File: config.mk
export PLATFORM = sky130hd
export DESIGN_NAME = instr_sequencer
export DESIGN_NICKNAME = d
export VERILOG_FILES = /design/src/rtl/instr_sequencer.sv
export SDC_FILE = /design/constraint.sdc
export NUM_CORES = 1
export LEC_CHECK = 0
export BUFFER_PORTS_ARGS = -buffer_cell sky130_fd_sc_hd__buf_2
export CORE_MARGIN = 2
export CORE_UTILIZATION = 25
export CTS_CLUSTER_SIZE = 28
export DETAILED_ROUTE_END_ITERATION = 6
export PLACE_DENSITY_LB_ADDON = 0.3
export SLEW_MARGIN = 20
export SYNTH_ARGS = -nofsm -noshare
export SYNTH_HDL_FRONTEND = slang
export SYNTH_SLANG_ARGS = --single-unit
export TNS_END_PERCENT = 50
File: constraint.sdc
create_clock -name clk -period 2.87 [get_ports clk]
set_input_delay 0.287 -clock clk [delete_from_list [all_inputs] [get_ports clk]]
set_output_delay 0.287 -clock clk [all_outputs]
set_load 0.02 [all_outputs]
File: src/rtl/instr_sequencer.sv
// Multi-cycle FETCH/DECODE/EXEC/MEM/WB sequencer for the 9-bit-instruction core.
// Owns the PC, gates write strobes to their phase and runs the data-memory handshake.
module instr_sequencer #(
    parameter int              PC_W      = 10,
    parameter int              IW        = 9,
    parameter int              CNT_W     = 16,
    parameter logic [IW-1:0]   HALT_WORD = 9'h1FF
) (
    input  logic              clk,
    input  logic              reset_n,
    input  logic              start,
    input  logic [IW-1:0]     instr,
    input  logic [PC_W-1:0]   branch_target,
    input  logic              alu_ne,
    input  logic              mem_ack,
    output logic [PC_W-1:0]   pc,
    output logic [IW-1:0]     ir,
    output logic              reg_we,
    output logic              mem_req,
    output logic              mem_we,
    output logic              busy,
    output logic              done,
    output logic [CNT_W-1:0]  cyc_cnt,
    output logic [CNT_W-1:0]  ins_cnt
);

    localparam logic [2:0] OP_LOAD  = 3'b011;
    localparam logic [2:0] OP_STORE = 3'b100;
    localparam logic [2:0] OP_BNE   = 3'b110;

    typedef enum logic [2:0] {
        S_IDLE, S_FETCH, S_DECODE, S_EXEC, S_MEM, S_WB, S_DONE
    } state_t;

    state_t           state_reg;
    logic [2:0]       opcode;
    logic [PC_W-1:0]  pc_inc;
    logic [CNT_W-1:0] cyc_inc;
    logic [CNT_W-1:0] ins_inc;

    assign opcode  = ir[IW-1:IW-3];
    assign pc_inc  = pc + 1'b1;
    assign cyc_inc = (&cyc_cnt) ? cyc_cnt : cyc_cnt + 1'b1;
    assign ins_inc = (&ins_cnt) ? ins_cnt : ins_cnt + 1'b1;

    always_ff @(posedge clk or negedge reset_n) begin
        if (!reset_n) begin
            state_reg <= S_IDLE;
            pc        <= '0;
            ir        <= '0;
            reg_we    <= 1'b0;
            mem_req   <= 1'b0;
            mem_we    <= 1'b0;
            busy      <= 1'b0;
            done      <= 1'b0;
            cyc_cnt   <= '0;
            ins_cnt   <= '0;
        end else begin
            if (busy)
                cyc_cnt <= cyc_inc;

            case (state_reg)
                S_IDLE, S_DONE: begin
                    if (start) begin
                        state_reg <= S_FETCH;
                        pc        <= '0;
                        cyc_cnt   <= '0;
                        ins_cnt   <= '0;
                        busy      <= 1'b1;
                        done      <= 1'b0;
                    end
                end
                S_FETCH: begin
                    ir        <= instr;
                    state_reg <= S_DECODE;
                end
                S_DECODE: begin
                    if (ir == HALT_WORD) begin
                        state_reg <= S_DONE;
                        busy      <= 1'b0;
                        done      <= 1'b1;
                    end else begin
                        state_reg <= S_EXEC;
                    end
                end
                S_EXEC: begin
                    if (opcode == OP_LOAD || opcode == OP_STORE) begin
                        state_reg <= S_MEM;
                        mem_req   <= 1'b1;
                        mem_we    <= (opcode == OP_STORE);
                    end else if (opcode == OP_BNE) begin
                        // Branch retires straight out of EXEC; alu_ne is only valid here.
                        state_reg <= S_FETCH;
                        pc        <= alu_ne ? branch_target : pc_inc;
                        ins_cnt   <= ins_inc;
                    end else begin
                        state_reg <= S_WB;
                        reg_we    <= 1'b1;
                    end
                end
                S_MEM: begin
                    if (mem_ack) begin
                        mem_req <= 1'b0;
                        mem_we  <= 1'b0;
                        if (mem_we) begin
                            state_reg <= S_FETCH;
                            pc        <= pc_inc;
                            ins_cnt   <= ins_inc;
                        end else begin
                            state_reg <= S_WB;
                            reg_we    <= 1'b1;
                        end
                    end
                end
                S_WB: begin
                    reg_we    <= 1'b0;
                    state_reg <= S_FETCH;
                    pc        <= pc_inc;
                    ins_cnt   <= ins_inc;
                end
                default: begin
                    state_reg <= S_IDLE;
                    reg_we    <= 1'b0;
                    mem_req   <= 1'b0;
                    mem_we    <= 1'b0;
                    busy      <= 1'b0;
                    done      <= 1'b0;
                end
            endcase
        end
    end

endmodule

==> impl_results.md <==
- TritonCTS clock tree: yes
- Result of the run: complete, no violations
- Number of search-and-repair iterations in the first detailed-routing pass: 4
- Signed area change from the synthesized netlist to the final layout: 25.2%
- Count of nets left with antenna violations after detail routing: 0
- Worst setup SP type: flip-flop
- Number of distinct standard cells referenced by the synthesized netlist: 59
- Fmax: 422 MHz
- Simple-gate share of the synthesized area: 27.6%
- Setup violation total in the final timing report: 0
- GRT Total Usage: 13.8%
- Chip height: 121 µm
- Setup total negative slack: 0 ns
- Cts repair resizes: 0
- Overall routed net length: 9760 µm
- Antenna diodes: 0
- Final worst path period need: 2.37 ns
- Syn Std Cell Area: 3430 µm²
- Worst min path class: primary input to asynchronous set/reset pin
- Largest stage delay on the critical path: 0.73 ns
- Total number of placement rows: 42
- Fraction of layout instances using a drive strength above 1: 24.8%
- Clk Latency, worst-skew pair: 0.33 ns
- First-pass GRT wire length: 16000 µm
- Sequential group share of total power: 34.6%
- Endpoint kind of the worst setup timing path: flip-flop
- Number of antenna violations at the first check in global routing: 0
- Number of input and output port buffers inserted: 79
- Share of the clock period used by the worst path: 82.6%
- Total number of yosys warnings: 0
- Relative contribution of the clock network to total power: 26.3%
- Tot Pwr: 3.92 mW
- Switching Power: 1.64 mW
- Top library cells by usage in the layout, fill and taps aside: 79 x buf_2, 59 x dfrtp_1, 39 x nand2_1, 35 x o21ai_0, 32 x nor2_1
- Horiz. Die Dim: 121 µm
- WP data required: 3.12 ns
- Vias per Instance: 5.13
- Worst-Margin Slew: 0.740 ns
- Sinks on the clock net: 59
- Post-synthesis share of cell area spent on full adders, half adders and majority gates: 1.09%
- Starting density of the core: 25.8%
- Standby leakage power: 1.87 nW
- Cell Int Power: 2.29 mW
- Post-synth top flop: dfrtp_1
- R2R setup slack: 0.50 ns
- Number of cells produced by synthesis: 377
- Slowest cell on the critical path: dfrtp_1
- Root Buffer: clkbuf_16
- XOR/XNOR Fraction of Synth Area: 3.07%
- Data arrival time of the critical path: 2.62 ns
- Vias in the first global route: 3036
- Switching Fraction: 41.7%
- Total congestion overflow: 0
- Via count: 3278
- Slew margin rel.: 50.4%
- Synthesized flop and latch total: 59
- Clock skew: 0.00949 ns
- Number of hold-repair buffers added at the cts stage: 0
- Top Family by Delay on Critical Path: compound AO/OA/AOI/OAI gates
- Die Area: 14700 µm²
- Synth Area in Compound Gates: 18.2%
- CP bufs+invs: 0
- DRC violations left: 0
- Max Transition Viols Final: 0
- Mean routed wirelength per cell: 15.3 µm
- Final RePlAce weighted congestion: 0.825
- Number of max-cap violations: 0
- Detailed placement HPWL: 7000 µm
- Biggest fanout along the worst timing path: 21
- Worst VDD drop: 0.000360 V
- Combinational family with the most area after synthesis: simple AND/OR/NAND/NOR gates
- Setup repair after global routing missed its margin: no
- Ratio of total power to cell area: 914 nW/µm²
- Part of the power in combinational logic: 39.0%
- Async S/R FF share, synth: 100%
- I/O pin cnt: 80
- Mean area per synthesized cell: 9.09 µm²
- Clock slew at reported path FFs: 0.05 ns
- Buffer count from post-CTS setup fixing: 0
- Initial DRC count: 279
- EDFF count, synth: 0
- Final-layout fill cell count: 1407
- Multiplexer fraction of the synthesized cell area: 4.12%
- Hold Vio Cnt, Final: 0
- Maximum number of buffers from clock root to sink: 2
- Syn nets: 404
- List of cells traversed by the critical path: nand2_2 -> a41oi_2 -> o311a_1 -> and4_1 -> mux2i_1
- Registers with the highest flip-flop counts: cyc_cnt (16), ins_cnt (16), pc (10)
- Area of the placeable core: 13300 µm²
- Number of H-tree levels: 3
- Number of clock buffers inserted by TritonCTS: 9
- Classification of the worst setup path: flip-flop to flip-flop
- Leading cell type in the layout, fill and taps excluded: buf_2
- Number of nets in the layout: 486
- Proportion of synthesized chip area in sequential cells: 43.1%
- Largest net degree at the start of global routing: 32
[per-layer routing]
metal | routed length (µm) | track usage (%)
met1 | 4420 | 18.6
met2 | 4520 | 20.9
met3 | 666 | 3.71
met4 | 155 | 5.81
met5 | 0 | 0
[worst paths after layout]
kind,start,end,cells past startpoint
hold reg to reg,mem_req$_DFFE_PN0P_,mem_req$_DFFE_PN0P_,2
hold / removal,reset_n,pc[1]$_DFFE_PN0P_,1
setup / recovery,state_reg[1]$_DFFE_PN0P_,ins_cnt[8]$_DFFE_PN0P_,5
max in group asynchronous,reset_n,cyc_cnt[2]$_DFF_PN0_,2
min in group clk,instr[8],ir[8]$_DFFE_PN0P_,2
setup reg to reg,state_reg[1]$_DFFE_PN0P_,ins_cnt[8]$_DFFE_PN0P_,5
[layout make-up]
class,count,area [µm²],share of cell area (%)
Clock inverter,2,37.5,0.874
Sequential cell,59,1480,34.4
Inverter,3,11.3,0.262
Clock buffer,13,240,5.60
Multi-Input combinational cell,299,1850,43.1
Timing Repair Buffer,87,455,10.6
Tap cell,176,220,5.13
[metrics by stage]
step | cell area [µm²] | hold WS [ns] | util, % | setup slack (ns) | cells
after global routing | 4290 | 0.0627 | 32.3 | 0.328 | 639
after global placement | 4020 | 0.395 | 30.2 | 0.641 | 624
after detailed placement | 4020 | 0.390 | 30.2 | 0.553 | 624
after CTS | 4290 | 0.0273 | 32.3 | 0.497 | 639
after floorplan | 3430 | -0.00859 | - | 1.03 | 377
final | 4290 | 0.00422 | 32.3 | 0.499 | 639
[cells in the mapped netlist, drive strengths merged (3+ instances only)]
| cell type | instances | area (µm²) |
|---|---|---|
| a22o | 4 | 35.0 |
| nor4 | 4 | 25.0 |
| a31oi | 3 | 18.8 |
| ha | 3 | 37.5 |
| and3 | 6 | 37.5 |
| nand4 | 19 | 119 |
| buf | 8 | 58.8 |
| nor2 | 32 | 120 |
| and4 | 7 | 61.3 |
| o22ai | 3 | 18.8 |
| inv | 3 | 11.3 |
| nand2 | 40 | 153 |
| nor3 | 16 | 85.1 |
| nor3b | 4 | 30.0 |
| or4 | 3 | 22.5 |
| o31ai | 6 | 45.0 |
| nand3 | 12 | 60.1 |
| nand2b | 9 | 63.8 |
| xnor2 | 12 | 105 |
| o21ai | 37 | 189 |
| mux2 | 9 | 101 |
| clkbuf | 8 | 30.0 |
| and2 | 6 | 37.5 |
| dfrtp | 59 | 1480 |
| nor4b | 3 | 26.3 |
| or3 | 6 | 37.5 |
| mux2i | 4 | 40.0 |
| a21oi | 18 | 90.1 |
| nand3b | 3 | 22.5 |
[cell families (layout without fill, tap and decap cells)]
| group | count (synthesis) | count (layout) |
|---|---|---|
| compound gates | 95 | 95 |
| xor+xnor | 12 | 12 |
| fa+ha+maj | 3 | 3 |
| buf+inv | 19 | 105 |
| flops | 59 | 59 |
| mux | 13 | 13 |
| simple gates | 176 | 176 |
[power by group through the flow]
stage | registers (mW) | clock network [mW] | logic, mW
floorplan | 1.46 | 0 | 0.957
global placement | 1.37 | 0 | 1.52
detailed placement | 1.37 | 0 | 1.54
CTS | 1.36 | 1.06 | 1.55
global route | 1.41 | 1.10 | 1.69
finish | 1.36 | 1.03 | 1.53
Note: power is estimated with default switching activity, not from simulation.
